===== config.mk =====
export PLATFORM = sky130hd
export DESIGN_NAME = call_return_seq
export DESIGN_NICKNAME = d
export VERILOG_FILES = /design/src/rtl/call_return_seq_pkg.sv /design/src/rtl/call_return_depth_ctr.sv /design/src/rtl/call_return_seq.sv
export SDC_FILE = /design/constraint.sdc
export NUM_CORES = 1
export LEC_CHECK = 0
export ABC_AREA = 1
export CELL_PAD_IN_SITES_DETAIL_PLACEMENT = 0
export CELL_PAD_IN_SITES_GLOBAL_PLACEMENT = 1
export CORE_MARGIN = 2
export CORE_UTILIZATION = 40
export CTS_CLUSTER_DIAMETER = 40
export CTS_CLUSTER_SIZE = 28
export DETAILED_ROUTE_END_ITERATION = 10
export GPL_ROUTABILITY_DRIVEN = 0
export GPL_TIMING_DRIVEN = 0
export PLACE_DENSITY_LB_ADDON = 0.15
export SETUP_SLACK_MARGIN = 0.3
export SLEW_MARGIN = 20
export SYNTH_ARGS = -nofsm -noshare
export SYNTH_HDL_FRONTEND = slang
export SYNTH_HIERARCHICAL = 1
export SYNTH_SLANG_ARGS = --single-unit

===== constraint.sdc =====
create_clock -name clk -period 2.6 [get_ports clk]
set_input_delay 0.39 -clock clk [delete_from_list [all_inputs] [get_ports clk]]
set_output_delay 0.39 -clock clk [all_outputs]
set_load 0.03 [all_outputs]

===== src/rtl/call_return_seq_pkg.sv =====
// Shared types and constants for the call/return sequencer.
package call_return_seq_pkg;

  typedef enum logic [1:0] {
    StIdle,
    StPush,
    StPop,
    StDone
  } state_e;

  localparam int unsigned STACK_BYTE_W = 8;

  // Occupancy counter must represent 0..DEPTH inclusive.
  function automatic int unsigned depth_w(input int unsigned depth);
    return $clog2(depth) + 1;
  endfunction

endpackage


===== src/rtl/call_return_depth_ctr.sv =====
// Stack occupancy counter with frame-sized full/empty compares.
module call_return_depth_ctr
  import call_return_seq_pkg::*;
#(
  parameter int unsigned DEPTH = 256,
  parameter int unsigned NB    = 2,
  parameter int unsigned DW    = depth_w(DEPTH)
) (
  input  logic          clk,
  input  logic          Reset,
  input  logic          inc_i,
  input  logic          dec_i,
  output logic [DW-1:0] depth_o,
  output logic          full_o,
  output logic          empty_o
);

  logic [DW-1:0] depth_q;

  always_ff @(posedge clk or posedge Reset) begin
    if (Reset) begin
      depth_q <= '0;
    end else if (inc_i && !dec_i) begin
      depth_q <= depth_q + 1'b1;
    end else if (dec_i && !inc_i) begin
      depth_q <= depth_q - 1'b1;
    end
  end

  // Extra bit keeps depth + NB from wrapping near capacity.
  assign full_o  = ({1'b0, depth_q} + (DW + 1)'(NB)) > (DW + 1)'(DEPTH);
  assign empty_o = depth_q < DW'(NB);
  assign depth_o = depth_q;

endmodule


===== src/rtl/call_return_seq.sv =====
// Call/return sequencer: pushes a return address byte-serially on CALL and
// pops and reassembles it on RET, guarding against stack over/underflow.
module call_return_seq
  import call_return_seq_pkg::*;
#(
  parameter int unsigned ADDR_W = 16,
  parameter int unsigned DEPTH  = 256
) (
  input  logic              clk,
  input  logic              Reset,
  input  logic              call_req,
  input  logic [ADDR_W-1:0] call_addr,
  input  logic              ret_req,
  input  logic              err_clr,
  output logic              busy,
  output logic              ret_valid,
  output logic [ADDR_W-1:0] ret_addr,
  output logic              overflow_err,
  output logic              underflow_err,
  output logic              StackWrite,
  output logic [7:0]        StackDatain,
  output logic              StackRead,
  input  logic [7:0]        StackDataout
);

  localparam int unsigned NB   = ADDR_W / STACK_BYTE_W;
  localparam int unsigned CntW = (NB > 1) ? $clog2(NB) : 1;
  localparam int unsigned DW   = depth_w(DEPTH);
  localparam logic [CntW-1:0] LastCnt = CntW'(NB - 1);

  state_e            state_q;
  logic [CntW-1:0]   cnt_q, cnt_inc, pop_idx;
  logic [ADDR_W-1:0] addr_q, shift_q, shift_d, ret_addr_q;
  logic              busy_q, ret_valid_q, ovf_q, unf_q, wr_q, rd_q;
  logic [7:0]        din_q;
  logic              full, empty;
  logic [DW-1:0]     depth;

  assign cnt_inc = cnt_q + 1'b1;
  assign pop_idx = LastCnt - cnt_q;

  // MS byte comes off the stack first, so it fills the top lane first.
  always_comb begin
    shift_d = shift_q;
    shift_d[pop_idx * STACK_BYTE_W +: STACK_BYTE_W] = StackDataout;
  end

  always_ff @(posedge clk or posedge Reset) begin
    if (Reset) begin
      state_q     <= StIdle;
      cnt_q       <= '0;
      addr_q      <= '0;
      shift_q     <= '0;
      ret_addr_q  <= '0;
      busy_q      <= 1'b0;
      ret_valid_q <= 1'b0;
      ovf_q       <= 1'b0;
      unf_q       <= 1'b0;
      wr_q        <= 1'b0;
      rd_q        <= 1'b0;
      din_q       <= '0;
    end else begin
      ret_valid_q <= 1'b0;
      if (err_clr) begin
        ovf_q <= 1'b0;
        unf_q <= 1'b0;
      end
      unique case (state_q)
        StIdle, StDone: begin
          state_q <= StIdle;
          if (call_req) begin
            if (full) begin
              ovf_q <= 1'b1;
            end else begin
              addr_q  <= call_addr;
              cnt_q   <= '0;
              state_q <= StPush;
              busy_q  <= 1'b1;
              wr_q    <= 1'b1;
              din_q   <= call_addr[STACK_BYTE_W-1:0];
            end
          end else if (ret_req) begin
            if (empty) begin
              unf_q <= 1'b1;
            end else begin
              cnt_q   <= '0;
              state_q <= StPop;
              busy_q  <= 1'b1;
              rd_q    <= 1'b1;
            end
          end
        end
        StPush: begin
          if (cnt_q == LastCnt) begin
            state_q <= StIdle;
            busy_q  <= 1'b0;
            wr_q    <= 1'b0;
            din_q   <= '0;
          end else begin
            cnt_q <= cnt_inc;
            din_q <= addr_q[cnt_inc * STACK_BYTE_W +: STACK_BYTE_W];
          end
        end
        StPop: begin
          shift_q <= shift_d;
          if (cnt_q == LastCnt) begin
            state_q     <= StDone;
            busy_q      <= 1'b0;
            rd_q        <= 1'b0;
            ret_valid_q <= 1'b1;
            ret_addr_q  <= shift_d;
          end else begin
            cnt_q <= cnt_inc;
          end
        end
        default: state_q <= StIdle;
      endcase
    end
  end

  call_return_depth_ctr #(
    .DEPTH (DEPTH),
    .NB    (NB),
    .DW    (DW)
  ) u_depth (
    .clk     (clk),
    .Reset   (Reset),
    .inc_i   (wr_q),
    .dec_i   (rd_q),
    .depth_o (depth),
    .full_o  (full),
    .empty_o (empty)
  );

  assign busy          = busy_q;
  assign ret_valid     = ret_valid_q;
  assign ret_addr      = ret_addr_q;
  assign overflow_err  = ovf_q;
  assign underflow_err = unf_q;
  assign StackWrite    = wr_q;
  assign StackDatain   = din_q;
  assign StackRead     = rd_q;

endmodule


== Word level (Yosys, flattened, before mapping) ==
Index checks and enable logic that the tools add are counted.

* Add/sub/neg operators: 6
* $lt $le $gt $ge: 2
* Equal/unequal tests: 14
* Shift operators: 3
* Multiplexer cells: 41
* Bitwise operators: 1
* Reduce and logical (&&, ||, !) cells: 18

{| class="wikitable"
|+ Operators by type and width
! operator !! count
|-
| 4-bit negation with 34-bit output || 1
|-
| 8-bit by 34-bit variable shift with 16-bit output, first input constant || 1
|-
| 8-bit by 34-bit variable part select with 16-bit output || 1
|-
| 1-bit 2-to-1 mux || 24
|-
| 8-bit 2-to-1 mux || 3
|-
| 9-bit 2-to-1 mux || 2
|-
| 16-bit bitwise mux || 1
|-
| 8-bit case mux with 2 select lines || 1
|-
| 16-bit by 5-bit variable part select with 8-bit output || 1
|-
| 2-bit inequality test, second input constant || 7
|-
| 9-bit by 2-bit adder with 10-bit output, second input constant || 1
|-
| 10-bit by 9-bit greater-than comparator with 1-bit output, second input constant || 1
|-
| 2-bit 2-to-1 mux || 5
|-
| 9-bit by 1-bit adder with 9-bit output, second input constant || 1
|-
| 9-bit by 2-bit less-than comparator with 1-bit output, second input constant || 1
|-
| 3-bit inequality test, second input constant || 3
|-
| 3-bit AND reduction || 3
|-
| 9-bit by 1-bit subtractor with 9-bit output, second input constant || 1
|-
| 1-bit case mux with 2 select lines || 4
|-
| 4-bit AND reduction || 2
|-
| 2-bit case mux with 3 select lines || 1
|-
| 2-bit nonzero test || 3
|-
| 5-bit AND reduction || 1
|-
| 2-bit == test, second input constant || 2
|-
| other kinds (10) || 14
|}

* Flip-flop bits (word level): 74
* Input bits: 29
* Output and inout port bits: 30
* Logic and storage cells: 98

== Logic depth before layout (Yosys ltp) ==
* Depth in word-level cells: 5
* Mapped depth: 14
* Mapped depth without buffers: 14

== Hierarchy ==
Netlist, hierarchy kept.

{| class="wikitable"
|+ Modules (own cells, without submodules)
! module !! times used !! cells each !! area an instance (um^2)
|-
| call_return_seq || 1 || 252 || 2162.1
|-
| call_return_depth_ctr || 1 || 136 || 890.9
|}

== Worst setup path after synthesis ==
No wires, ideal clock.

* Path type: flip-flop to flip-flop
* Start point: reg rd_q (netlist: StackRead)
* End point: reg u_depth.depth_q[4] (netlist: u_depth/depth_o[4])
* Library setup time: 0.121 ns
* Arrival: 1.778 ns
* Slack: 0.701 ns
* Cell stages (with the launch flop): 9
* Buffers on the path: 0
* Clock period less this slack: 1.899 ns
* Cells stage by stage: dfrtp_1 > inv_1 > ha_1 > inv_1 > ha_1 > or2_4 > and2_4 > nor2_1 > o21ai_1

* Cells in the longest elaborated chain, start to end: 3

{| class="wikitable"
|+ RTL lines
! what !! line !! text
|-
| start: declaration || call_return_seq.sv:34 || <nowiki>logic busy_q, ret_valid_q, ovf_q, unf_q, wr_q, rd_q;</nowiki>
|-
| start signal: assignment || call_return_seq.sv:60 || <nowiki>rd_q <= 1'b0;</nowiki>
|-
| start signal: assignment || call_return_seq.sv:89 || <nowiki>rd_q <= 1'b1;</nowiki>
|-
| start signal: assignment || call_return_seq.sv:109 || <nowiki>rd_q <= 1'b0;</nowiki>
|-
| 1-bit logical NOT || call_return_depth_ctr.sv:23 || <nowiki>end else if (inc_i && !dec_i) begin</nowiki>
|-
| 1-bit logical AND || call_return_depth_ctr.sv:23 ||
|-
| 9-bit 2-to-1 mux / 2-bit nonzero test (equally long branches) || - ||
|-
| end signal: assignment || call_return_depth_ctr.sv:24 || <nowiki>depth_q <= depth_q + 1'b1;</nowiki>
|-
| end signal: assignment || call_return_depth_ctr.sv:26 || <nowiki>depth_q <= depth_q - 1'b1;</nowiki>
|-
| end: declaration || call_return_depth_ctr.sv:18 || <nowiki>logic [DW-1:0] depth_q;</nowiki>
|}

Parallel ways exist; a longest one is shown, timed or not.
A chain may end at the register's enable or synchronous reset.

== Final worst setup path ==
* Start point: reg rd_q (netlist: StackRead)
* End point: reg u_depth.depth_q[8] (netlist: u_depth/depth_o[8])

The elaborated chain is that of the path after synthesis.

==> out/qor.csv <==
metric,value,unit
clk_lat worst skew,0.35,ns
worst r2r dst,u_depth/depth_o[8],
Cell variety after synth,30,
worst hold path type,input pin to async pin,
Leak Pwr,2.11,nW
Die ar.,8350,sq um
r2r startpoint,StackRead,
Num CTS Buffers,9,
met3 routed WL,320,um
synth top area cells,"dfrtp_1 (48%), nand2_1 (21%), ha_1 (5.3%)",
relative slew slack,72.2,%
clock buffer depth,2,
fmax,0.509,GHz
WL met1,3410,um
actual slew at the worst max-slew pin,0.417,ns
CP Data Required Time,2.84,ns
Die Y,91.4,um
Layout Skew,0.00754,ns
max-slew violation count,0,
dominant cell type by area after synthesis,dfrtp_1,
Final ANT Viol Nets,0,
P per Cell Area,1440,nW/um^2
crit end category,flip-flop,
HPWL after DPL,5150,um
P&R area growth vs syn,31.9,%
MaxCap Viol Count,0,
Peak supply drop,716,uV
root buffer cell,clkbuf_8,
minimum clock period,1.96,ns
CTS tree,built,
IO Pins,59,
critical path class,flip-flop to flip-flop,
Starting Density,41.6,%
area share of the largest cell type after synthesis,47.5,%
reg2reg setup slack,0.64,ns
1st-pass router iterations,4,
post_cts resized,0,
final worst slack,0.635,ns
Synth Instances,388,
"Seq/Total Area, Yosys",47.5,%
WL/cell,12.5,um
"Setup Fix Bufs, Post-CTS",0,
max layer used,met4,
Port Buffers,58,
drt total wl,7050,um
CTS Hold Buffers Added,0,
Setup WS pre-CTS,0.609,ns
DRC errors left,0,
# setup viols final,0,
net count after synthesis,431,
GRT Overall Usage,18.3,%
Seq cells post-synth,58,
GR Overflow Total,0,
crit path launch type,flip-flop,
R2R cell count,10,
status,finished clean,
"commonest non-fill, non-tap cell in the layout",nand2_1,
H-tree depth,3,
Post-Synthesis Cell Area,3050,sq um
"Net count, final",501,
final hold violation count,0,
first-pass GRT wire length,12100,um
Ant. Diodes,0,
Worst EP arrival,2.20,ns
post-DR vias/cell,4.63,
initial antenna violation count,0,
WHS,0.375,ns
Die X,91.4,um
clk slew on worst S/H paths,0.08,ns
ratio of cells with drive above 1 in the final layout,10.4,%
RSZ-0062 raised after global routing,false,
row count,31,
vias in the first global route,2588,
largest net degree at the start of global routing,33,
Core ar.,7330,sq um
ratio of final minimum period to clock period,75.6,%
worst-path fanout max,7,
synth warn,6,
Post-Syn Area per Cell,7.87,sq um
DR iter-0 viols,98,
met2 wire length,3240,um
most frequent cells in the layout,"nand2_1 (167), dfrtp_1 (58), clkdlybuf4s50_1 (58)",
CTS Sinks,58,
via count,2600,
==> logic make-up after synthesis <==
group	after synthesis	synth area share, %
xor+xnor	2	0.574
fa+ha+maj	14	5.98
flops	58	47.5
simple gates	232	33.0
buf+inv	55	8.07
compound gates	27	4.79
==> worst max path at each step <==
| stage | from | to | slack (ns) | depth (start not counted) |
|---|---|---|---|---|
| floorplan | StackRead | u_depth/depth_o[4] | 0.70 | 8 |
| global placement | Reset | addr_q[8] | -0.04 | 2 |
| detailed placement | StackRead | u_depth/depth_o[8] | 0.61 | 10 |
| CTS | StackRead | u_depth/depth_o[8] | 0.59 | 10 |
| global route | StackRead | u_depth/depth_o[8] | 0.42 | 10 |
| finish | StackRead | u_depth/depth_o[8] | 0.64 | 10 |
==> per-stage QoR <==
step	util [%]	area [sq um]	power [mW]	setup TNS, ns	instances
finish	54.9	4030	5.78	0	562
global route	54.9	4030	6.31	0	562
CTS	54.9	4030	5.84	0	562
detailed placement	51.5	3780	4.75	0	546
global placement	51.3	3760	4.69	-1.54	545
floorplan	-	3050	3.81	0	388
==> per-layer routing <==
metal	track usage [%]	vias to the layer above
met5	0	-
met2	29.2	60
met1	23.9	1187
met4	5.43	0
li1	-	1342
met3	5.48	11
==> final cells by class <==
type	count	area (sq um)
buffer	8	63.8
tap	99	124
clock inverter	7	125
timing repair buffer	59	601
clock buffer	9	124
fill	690	3300
inverter	47	183
sequential	58	1450
multi-input combinational	275	1360
==> cells in the mapped netlist <==
master	count
nand2_1	167
dfrtp_1	58
inv_1	37
nand3_1	29
nor2_1	17
ha_1	13
o21ai_0	9
inv_2	8
o21ai_1	7
a21oi_1	6
nand2_4	5
nand3b_1	5
buf_2	3
buf_6	3
and2_4	2
buf_4	2
o21bai_1	2
o22ai_1	2
or2_1	2
clkinv_2	1
clkinv_4	1
fa_1	1
nand2_2	1
nand3_4	1
nor2_4	1
nor3_1	1
o21ai_2	1
or2_4	1
xnor2_1	1
xor2_1	1
==> registers in the layout (all words and copies together), names as in the netlist <==
register / count
u_depth/depth_o: 9
overflow_err: 1
StackDatain: 8
state_q: 2
underflow_err: 1
addr_q: 8
StackWrite: 1
ret_addr: 16
shift_q: 8
busy: 1
StackRead: 1
ret_valid: 1
cnt_q: 1
==> power by group <==
part / leakage [nW] / total (mW) / switching [mW] / internal [mW]
Combinational: 1.27 / 3.10 / 1.87 / 1.23
Sequential: 0.710 / 1.62 / 0.281 / 1.34
Clock: 0.124 / 1.06 / 0.418 / 0.645
Total: 2.11 / 5.78 / 2.57 / 3.21
==> critical path, cell delays in order, from the launching register on <==
cell and delay (ns):
dfrtp_1 0.42, inv_1 0.07, ha_1 0.22, inv_1 0.17, ha_1 0.37, nand2_1 0.12
inv_1 0.04, a21oi_1 0.20, nand3_1 0.09, nand3_1 0.09, nand2_1 0.05
Power figures use the tool's default switching activity.
==> RTL change, RTL diff (config.mk and constraints unchanged) <==
The 4 states of `state_e` get a one-hot encoding in 4 bits.
--- a/src/rtl/call_return_seq_pkg.sv
+++ b/src/rtl/call_return_seq_pkg.sv
@@ -2,9 +2,9 @@
 package call_return_seq_pkg;
 
-  typedef enum logic [1:0] {
-    StIdle,
-    StPush,
-    StPop,
-    StDone
+  typedef enum logic [3:0] {
+    StIdle = 4'b0001,
+    StPush = 4'b0010,
+    StPop  = 4'b0100,
+    StDone = 4'b1000
   } state_e;
 
Function: no difference found for any inputs over 10 cycles, from zero or initial values and one cycle with Reset high; not proved beyond that.
==> RTL change against the original RTL <==
- die area is 1.7% higher
- sequential cell count grew 2
- design area grew 0.65%
- global-route usage decreased by 0.64 points
- clock power shrank 13%
- total power shrank 8.3%
- final cell count grew 0.53%
- via count fell by 1.5%
- routed wire length shrank 2.8%
- worst setup slack got worse by 0.10 ns
- area after synthesis rose by 1.8%
- synthesized cell count is the same
- sequential share of layout area up 1.0 points
==> RTL change: results (changes against the original RTL) <==
Critical path
  • Critical-path maximum fanout: 9 (was 7)

Final layout
  • Layout net count: 498 (was 501)
  • Share of cells above drive strength 1: 11.4% (was 10.4%)
  • Max reg flops: 16 (unchanged)
  • Filler cells: 761 (was 690)

Outcome
  • Status: finished, final reports clean (unchanged)

STA
  • Slew HR: 60.4% (was 72.2%)
  • Skew final: 0.0113 ns (was 0.00754 ns)

Route
  • Met2 WL post-DR: 3.10 mm (was 3.24 mm)
  • Met3 wire len: 300 µm (was 320 µm)
  • Starting DRT DRC Count: 104 (was 98)
  • Final wirelength: 6.86 mm (was 7.05 mm)
  • Met1 WL: 3.37 mm (was 3.41 mm)
  • WL/cell: 12.1 µm (was 12.5 µm)
  • Vias per cell: 4.53 (was 4.63)

GRT
  • All-Layer GR Usage: 17.6% (was 18.3%)
  • Largest net degree at the start of global routing: 28 (was 33)
  • Global-route wire length before repair: 11.8 mm (was 12.1 mm)
  • Vias in the first global route: 2501 (was 2588)

Clock network
  • CTS max path bufs: 2 (unchanged)
  • Worst-Skew Late Latency: 0.33 ns (was 0.35 ns)
  • Clk slew on worst S/H paths: 0.07 ns

Synth
  • Ys flop type: dfrtp_1 (unchanged)
  • Top cells by area, synth: dfrtp_1 48%, nand2_1 17%, inv_1 5.2%, nand3_1 4.7%, ha_1 4.0% (was dfrtp_1 48%, nand2_1 21%, ha_1 5.3%, nand3_1 4.8%, inv_1 4.5%)
  • Synthesized Nets: 428 (was 431)
  • Unique masters post-synth: 35 (was 30)
  • Seq/Total Area, Yosys: 48.3% (was 47.5%)
  • Synth async-reset ratio: 100% (unchanged)
  • Top cells by count, synth: 144 x nand2_1, 59 x dfrtp_1, 43 x inv_1 (was 167 x nand2_1, 58 x dfrtp_1, 37 x inv_1)

Power
  • VDD IR max: 0.460 mV (was 0.716 mV)
  • Leak: 2.08 nW (was 2.11 nW)

Place
  • Placed cells: 549 (was 546)
  • HPWL after DPL: 5.01 mm (was 5.15 mm)
[RTL change: changes by cell type after synthesis, moves of 5 or more]
cell,delta
inv_1,+6
nand2_1,-23
nor2_1,+9
o21ai_0,+8
o21ai_1,-5
o21ai_2,+7
[RTL change: cells by family (layout without fill, tap and decap cells)]
kind of cell / after synthesis / count (layout) / share of synthesized area (%)
xor+xnor: 2 / 2 / 0.564
buf+inv: 58 / 133 / 8.61
simple gates: 219 / 219 / 30.5
compound gates: 38 / 38 / 7.33
flops: 60 / 60 / 48.3
fa+ha+maj: 11 / 11 / 4.67
[RTL change: path summary, 6_finish.rpt]
path                                                  end                            from  slack [ns]  cells past startpoint
max                                StackWrite$_DFFE_PP0P_  u_depth/depth_o[1]$_DFFE_PP0P_        0.53                     12
max reg2reg                        StackWrite$_DFFE_PP0P_  u_depth/depth_o[1]$_DFFE_PP0P_        0.53                     12
min reg2reg                       ret_addr[1]$_DFFE_PP0P_         ret_addr[1]$_DFFE_PP0P_        0.47                      2
max in group asynchronous         shift_q[10]$_DFFE_PP0N_                           Reset        1.60                      3
min in group clk                  ret_addr[1]$_DFFE_PP0P_         ret_addr[1]$_DFFE_PP0P_        0.47                      2
min                        u_depth/depth_o[5]$_DFFE_PP0P_                           Reset        0.38                      2
[RTL change: final cells by class]
class / count / area (µm²) / share of cell area, %
Multi-Input combinational cell: 270 / 1340 / 33.0
Timing Repair Buffer: 59 / 601 / 14.8
Clock buffer: 10 / 128 / 3.15
Buffer: 8 / 70.1 / 1.73
Clock inverter: 6 / 88.8 / 2.19
Tap cell: 102 / 128 / 3.15
Sequential cell: 60 / 1500 / 37.1
Inverter: 50 / 198 / 4.88
[RTL change: metal layers]
metal,up-vias,track usage (%)
li1,1351,-
met1,1153,23.8
met2,50,27.8
met3,8,4.60
met4,0,5.35
met5,-,0
[RTL change: through the flow]
stage	setup slack, ns	power [mW]	utilization, %	cell area (µm²)
final	0.532	5.30	53.3	4050
after floorplan	0.701	3.56	-	3110
after CTS	0.492	5.36	53.3	4050
after global placement	-0.0867	4.36	50.2	3820
after detailed placement	0.526	4.41	50.4	3840
after global routing	0.320	5.79	53.3	4050
[RTL change: worst max-delay path: stages, from the launching register on]
cell and delay (ns):
dfrtp_1 0.42, inv_2 0.08, ha_1 0.29, nor2_1 0.09, nand3_1 0.09, nand2_1 0.07
inv_1 0.05, nor2_1 0.33, nand2_4 0.15, nand2_2 0.20, nand2_1 0.08, nand2_1 0.06
nand2_1 0.05
[RTL change: where the power goes]
part | total, mW | switching, mW | leakage (nW) | internal (mW)
registers | 1.62 | 0.255 | 0.720 | 1.36
clock network | 0.918 | 0.378 | 0.102 | 0.540
logic | 2.77 | 1.66 | 1.26 | 1.10
